$ cat src/rtl/acs_array_if.sv
// Valid/ready bus between the branch-metric unit, the ACS array and the
// traceback unit; the master side produces branch metrics and consumes results.
interface acs_array_if #(
  parameter int K    = 3,
  parameter int BM_W = 2,
  parameter int PM_W = 8
) ();
  localparam int N_STATES = 1 << (K - 1);

  logic                       start_i;
  logic                       in_valid_i;
  logic                       in_ready_o;
  logic [4*BM_W-1:0]          bm_i;
  logic                       out_valid_o;
  logic                       out_ready_i;
  logic [N_STATES-1:0]        dec_o;
  logic [N_STATES*PM_W-1:0]   pm_o;
  logic [N_STATES-1:0]        pm_valid_o;
  logic [K-2:0]               best_state_o;

  modport master (
    output start_i, in_valid_i, bm_i, out_ready_i,
    input  in_ready_o, out_valid_o, dec_o, pm_o, pm_valid_o, best_state_o
  );

  modport slave (
    input  start_i, in_valid_i, bm_i, out_ready_i,
    output in_ready_o, out_valid_o, dec_o, pm_o, pm_valid_o, best_state_o
  );
endinterface

$ cat src/rtl/acs_array.sv
// Add-compare-select array: one full trellis step per accepted beat, with
// saturating adds, min-normalised path metrics and survivor decisions.
module acs_array #(
  parameter int           K    = 3,
  parameter logic [K-1:0] G0   = 3'b111,
  parameter logic [K-1:0] G1   = 3'b101,
  parameter int           BM_W = 2,
  parameter int           PM_W = 8
) (
  input  logic        clk,
  input  logic        rst_n,
  acs_array_if.slave  bus
);
  localparam int N_STATES = 1 << (K - 1);
  localparam int S_W      = K - 1;

  logic                 out_valid_q;
  logic [N_STATES-1:0]  dec_q;
  logic [N_STATES-1:0]  valid_q;
  logic [S_W-1:0]       best_q;
  logic [PM_W-1:0]      pm_q [N_STATES];

  logic                 accept;
  logic [PM_W-1:0]      src_pm [N_STATES];
  logic [N_STATES-1:0]  src_valid;
  logic [PM_W-1:0]      cost0 [N_STATES];
  logic [PM_W-1:0]      cost1 [N_STATES];
  logic [PM_W-1:0]      cost [N_STATES];
  logic [PM_W-1:0]      norm [N_STATES];
  logic [N_STATES-1:0]  sel;
  logic [N_STATES-1:0]  new_valid;
  logic [PM_W-1:0]      min_cost;
  logic [S_W-1:0]       best;
  logic [N_STATES*PM_W-1:0] pm_flat;

  function automatic logic [PM_W-1:0] sat_add(input logic [PM_W-1:0] a,
                                              input logic [BM_W-1:0] b);
    logic [PM_W:0] sum;
    sum = {1'b0, a} + {{(PM_W + 1 - BM_W){1'b0}}, b};
    return sum[PM_W] ? {PM_W{1'b1}} : sum[PM_W-1:0];
  endfunction

  function automatic logic [1:0] symbol(input logic [K-1:0] r);
    return {^(r & G0), ^(r & G1)};
  endfunction

  assign accept         = bus.in_valid_i && bus.in_ready_o;
  assign bus.in_ready_o = !out_valid_q || bus.out_ready_i;

  // A frame start replaces the registered history with the all-zero origin.
  always_comb begin
    for (int s = 0; s < N_STATES; s++) begin
      src_pm[s] = bus.start_i ? '0 : pm_q[s];
    end
    src_valid = bus.start_i ? N_STATES'(1) : valid_q;
  end

  always_comb begin
    sel       = '0;
    new_valid = '0;
    for (int s = 0; s < N_STATES; s++) begin
      logic [S_W-1:0] p0;
      logic [S_W-1:0] p1;
      logic [1:0]     sym0;
      logic [1:0]     sym1;
      p0       = S_W'(s >> 1);
      p1       = p0 | S_W'(N_STATES / 2);
      sym0     = symbol({1'b0, S_W'(s)});
      sym1     = symbol({1'b1, S_W'(s)});
      cost0[s] = sat_add(src_pm[p0], bus.bm_i[sym0*BM_W +: BM_W]);
      cost1[s] = sat_add(src_pm[p1], bus.bm_i[sym1*BM_W +: BM_W]);
      cost[s]  = '0;
      case ({src_valid[p1], src_valid[p0]})
        2'b01: cost[s] = cost0[s];
        2'b10: begin
          sel[s]  = 1'b1;
          cost[s] = cost1[s];
        end
        2'b11: begin
          sel[s]  = cost0[s] > cost1[s];
          cost[s] = sel[s] ? cost1[s] : cost0[s];
        end
        default: cost[s] = '0;
      endcase
      new_valid[s] = src_valid[p0] | src_valid[p1];
    end
  end

  // Descending scan so the lowest-index zero metric wins as best state.
  always_comb begin
    min_cost = '1;
    best     = '0;
    for (int s = 0; s < N_STATES; s++) begin
      if (new_valid[s] && cost[s] < min_cost) min_cost = cost[s];
    end
    for (int s = 0; s < N_STATES; s++) begin
      norm[s] = new_valid[s] ? cost[s] - min_cost : '0;
    end
    for (int s = N_STATES - 1; s >= 0; s--) begin
      if (new_valid[s] && norm[s] == '0) best = S_W'(s);
    end
  end

  always_ff @(posedge clk or negedge rst_n) begin
    if (!rst_n) begin
      out_valid_q <= 1'b0;
      dec_q       <= '0;
      valid_q     <= N_STATES'(1);
      best_q      <= '0;
      for (int s = 0; s < N_STATES; s++) pm_q[s] <= '0;
    end else if (accept) begin
      out_valid_q <= 1'b1;
      dec_q       <= sel;
      valid_q     <= new_valid;
      best_q      <= best;
      for (int s = 0; s < N_STATES; s++) pm_q[s] <= norm[s];
    end else if (bus.out_ready_i) begin
      out_valid_q <= 1'b0;
    end
  end

  always_comb begin
    pm_flat = '0;
    for (int s = 0; s < N_STATES; s++) pm_flat[s*PM_W +: PM_W] = pm_q[s];
  end

  assign bus.out_valid_o  = out_valid_q;
  assign bus.dec_o        = dec_q;
  assign bus.pm_o         = pm_flat;
  assign bus.pm_valid_o   = valid_q;
  assign bus.best_state_o = best_q;
endmodule

$ cat src/flat_wrapper.sv
// flat-port wrapper written by rule: the top's interface ports become plain ports
module acs_array_flat 
#(
  parameter int           K    = 3,
  parameter logic [K-1:0] G0   = 3'b111,
  parameter logic [K-1:0] G1   = 3'b101,
  parameter int           BM_W = 2,
  parameter int           PM_W = 8
)
  (clk, rst_n, bus_start_i, bus_in_valid_i, bus_bm_i, bus_out_ready_i, bus_in_ready_o, bus_out_valid_o, bus_dec_o, bus_pm_o, bus_pm_valid_o, bus_best_state_o);
  acs_array_if #(.K(K), .BM_W(BM_W), .PM_W(PM_W)) bus_i ();
  input  logic clk;
  input  logic rst_n;
  input wire logic [$bits(bus_i.start_i)-1:0] bus_start_i;
  input wire logic [$bits(bus_i.in_valid_i)-1:0] bus_in_valid_i;
  input wire logic [$bits(bus_i.bm_i)-1:0] bus_bm_i;
  input wire logic [$bits(bus_i.out_ready_i)-1:0] bus_out_ready_i;
  output wire logic [$bits(bus_i.in_ready_o)-1:0] bus_in_ready_o;
  output wire logic [$bits(bus_i.out_valid_o)-1:0] bus_out_valid_o;
  output wire logic [$bits(bus_i.dec_o)-1:0] bus_dec_o;
  output wire logic [$bits(bus_i.pm_o)-1:0] bus_pm_o;
  output wire logic [$bits(bus_i.pm_valid_o)-1:0] bus_pm_valid_o;
  output wire logic [$bits(bus_i.best_state_o)-1:0] bus_best_state_o;
  assign bus_i.start_i = bus_start_i;
  assign bus_i.in_valid_i = bus_in_valid_i;
  assign bus_i.bm_i = bus_bm_i;
  assign bus_i.out_ready_i = bus_out_ready_i;
  assign bus_in_ready_o = bus_i.in_ready_o;
  assign bus_out_valid_o = bus_i.out_valid_o;
  assign bus_dec_o = bus_i.dec_o;
  assign bus_pm_o = bus_i.pm_o;
  assign bus_pm_valid_o = bus_i.pm_valid_o;
  assign bus_best_state_o = bus_i.best_state_o;
  acs_array #(.K(K), .G0(G0), .G1(G1), .BM_W(BM_W), .PM_W(PM_W)) u_core (.clk(clk), .rst_n(rst_n), .bus(bus_i));
endmodule
$ cat config.mk
export PLATFORM = sky130hd
export DESIGN_NAME = acs_array_flat
export DESIGN_NICKNAME = d
export VERILOG_FILES = /design/src/rtl/acs_array_if.sv /design/src/rtl/acs_array.sv /design/src/flat_wrapper.sv
export SDC_FILE = /design/constraint.sdc
export NUM_CORES = 1
export LEC_CHECK = 0
export BUFFER_PORTS_ARGS = -buffer_cell sky130_fd_sc_hd__buf_2
export CAP_MARGIN = 20
export CORE_MARGIN = 1
export CORE_UTILIZATION = 51
export CTS_BUF_LIST = sky130_fd_sc_hd__clkbuf_4 sky130_fd_sc_hd__clkbuf_8
export CTS_CLUSTER_DIAMETER = 200
export DETAILED_ROUTE_END_ITERATION = 16
export PLACE_DENSITY = 0.8
export SLEW_MARGIN = 0
export SYNTH_ARGS = -nofsm -noshare
export SYNTH_HDL_FRONTEND = slang
export SYNTH_SLANG_ARGS = --single-unit
$ cat constraint.sdc
create_clock -name clk -period 17.35 [get_ports clk]
set_input_delay 1.735 -clock clk [delete_from_list [all_inputs] [get_ports clk]]
set_output_delay 1.735 -clock clk [all_outputs]
set_load 0.02 [all_outputs]
==> results.py <==
metrics = {
    "yosys": {
        "syn_avg_cell_area_um2": 7.58,
        "synth-seq-area-share_pct": 15.1,
        "async_flop_share_pct": 100,
        "synth.area.top_cells": "ha_1, dfrtp_1, nand2_1, o21ai_0, a21oi_1",
        "yosys.area.top_type_share_pct": 17.5,
        "netlist-cell-type-count": 90,
        "synth_cells": 922,
        "synth_warnings": 0,
        "synth_edf_count": 0,
        "synth_seq_cells": 42,
        "yosys.cell_count.top_type": "nand2_1",
        "synth_common_cells": "nand2_1, ha_1, o21ai_0, a21oi_1, inv_1",
        "synthFlopType": "dfrtp_1",
        "synthesis.area_um2": 6990,
        "synth_nets": 1041,
        "synth_top_area_cell": "ha_1",
    },
    "sta": {
        "rsz0062_at_grt": "false",
        "timing.fmax_ghz": 0.0649,
        "finalHoldViolations": 0,
        "relSlewSlack_pct": 38.0,
        "final.period_utilization_pct": 88.8,
        "fin_crit_ns": 15.41,
        "fin_tns_setup_ns": 0,
        "tightest_slew_ns": 0.925,
        "setup_viol_count_final": 0,
        "slew_viol_final": 0,
        "fin_worst_skew_ns": 0.0127,
    },
    "worst_hold_path": {
        "whs_path_depth": 2,
        "whs_endpoint": "u_core.bus.dec_o[2]",
        "hp-start": "u_core.bus.dec_o[2]",
        "worstHoldPathType": "reg2reg",
    },
    "global_routing": {
        "antenna_found_initial": 0,
        "grt-ovfl-total": 0,
        "track_usage_pct": 29.7,
        "grt_pass1_vias": 6537,
        "grt_max_degree": 43,
        "grt_pass1_wl_mm": 33.4,
    },
    "critical_path": {
        "rr_endpoint": "u_core.bus.best_state_o[1]",
        "path_class": "in2reg",
        "worst-endpoint-required_ns": 17.55,
        "cp_common_cell": "ha_1",
        "end_kind": "flop",
        "cp.arrival_ns": 15.61,
        "crit_path_max_incr_delay_ns": 0.72,
        "cp_max_fo": 24,
        "crit_slowest_cell": "mux2i_1",
        "critical-path-top-delay-family": "compound AO/OA/AOI/OAI gates",
        "r2r_slack_ns": 3.15,
        "crit_path_start_kind": "input pin",
        "rr_worst_depth": 55,
        "timing.critical_path.buf_inv": 3,
        "r2r_start": "u_core.bus.pm_o[17]",
    },
    "cts": {
        "root_buffer": "clkbuf_8",
        "h-tree-depth": 2,
        "cts_resized": 0,
        "cts_hold_buf": 0,
        "post-cts-setup-buffers": 0,
        "clk_latency_ns": 0.32,
        "cts_buffers": 5,
        "clk_pin_slew_ns": 0.09,
        "cts_tree": "done",
        "clk_path_buf_depth": 2,
        "cts_sinks": 42,
    },
    "place": {
        "place.gp.congestion": 0.981,
        "port_buffers": 56,
        "hpwl_mm": 17.0,
    },
    "routing": {
        "drt_iter0_markers": 665,
        "drc": 0,
        "post_drt_wl_per_cell_um": 18.6,
        "num_vias": 7143,
        "first_pass_iters": 7,
        "wl_mm": 21.1,
        "postRouteAntennaNets": 0,
        "via_per_inst": 6.29,
    },
    "cells_and_area": {
        "nets": 1077,
        "area.growth.synth_to_final_pct": 7.41,
        "n_antenna_cell": 0,
        "layout-drive-gt1-share_pct": 11.2,
    },
    "run_status": {
        "status": "complete, no violations",
    },
    "die": {
        "core_area_um2": 13300,
        "dieArea_um2": 14200,
        "die_h_um": 119,
        "start_util_pct": 52.6,
        "io_pins": 57,
        "chipWidth_um": 119,
        "core.rowCount": 42,
    },
    "flow_run": {
        "cap_viol_max_count": 0,
    },
}
==> cells in the final DEF (no fill, tap or decap), drive strengths merged, types with 7 or more instances in the layout <==
cell type and instances:
a21o 18, a21oi 64, a22o 15, a31oi 10, and2 10, and3 11, buf 63, dfrtp 41
fa 8, ha 98, inv 59, mux2i 8, nand2 127, nand2b 14, nand3 25, nand4 8
nor2 53, nor2b 23, nor3 28, o211ai 7, o21a 14, o21ai 84, o21bai 8, o22ai 7
xnor2 28, xor2 25
==> worst max path at each step <==
stage                            from                         end  slack [ns]  depth (start not counted)
final                     bus_start_i  u_core.bus.best_state_o[1]        1.94                         56
after global routing      bus_start_i  u_core.bus.best_state_o[1]        1.16                         59
after CTS                 bus_start_i  u_core.bus.best_state_o[1]        2.35                         58
after detailed placement  bus_start_i  u_core.bus.best_state_o[1]        2.02                         59
after global placement    bus_start_i  u_core.bus.best_state_o[1]        2.41                         56
after floorplan           bus_start_i  u_core.bus.best_state_o[1]        2.09                         64
==> registers in the layout, indices dropped and copies added (netlist names) <==
| register | count |
|---|---|
| u_core.bus.best_state_o | 2 |
| u_core.bus.dec_o | 4 |
| u_core.bus.out_valid_o | 1 |
| u_core.bus.pm_o | 32 |
| u_core.bus.pm_valid_o | 3 |
==> per-stage QoR <==
stage | area, um^2 | instances | util, % | hold WS [ns] | setup WS [ns]
global placement | 7370 | 1126 | 55.5 | 0.458 | 2.41
floorplan | 6990 | 922 | - | 0.590 | 2.09
CTS | 7490 | 1134 | 56.3 | 0.506 | 2.35
global route | 7510 | 1135 | 56.5 | 0.537 | 1.16
finish | 7510 | 1135 | 56.5 | 0.500 | 1.94
detailed placement | 7370 | 1126 | 55.5 | 0.486 | 2.02
==> cell type report <==
class | instances | area (um^2)
multi-input combinational | 787 | 5550
inverter | 59 | 221
tap | 176 | 220
fill | 1221 | 5790
timing repair buffer | 63 | 345
sequential | 42 | 1050
clock buffer | 5 | 68.8
clock inverter | 3 | 45.0
==> tightest hold or removal path: stages (launching register included) <==
cell	delay, ns
dfrtp_1	0.35
nand2_1	0.04
o21ai_0	0.07
==> logic make-up (layout without fill, tap and decap cells) <==
family                   Yosys count  count (layout)  share of synthesized area, %
adder cells (fa/ha/maj)          110             110                          20.4
AND/OR/NAND/NOR                  336             336                          23.6
AO/OA/AOI/OAI                    275             275                          26.5
multiplexers                      13              13                          2.13
buffers and inverters             93             130                          5.48
XOR/XNOR                          53              53                          6.75
flip-flops                        42              42                          15.1
==> metal layers <==
layer,part of all wire [%],global-route usage (%),up-vias,wire length (um)
met1,42,40.5,3324,8890
met5,0,0,-,0
met4,2.0,9.10,0,419
met3,12,5.84,37,2450
li1,-,-,3401,-
met2,44,47.0,381,9350
Power is left out: the tool's default activity adds up to more than one toggle a clock period on the data nets, which glitch-free logic cannot reach.
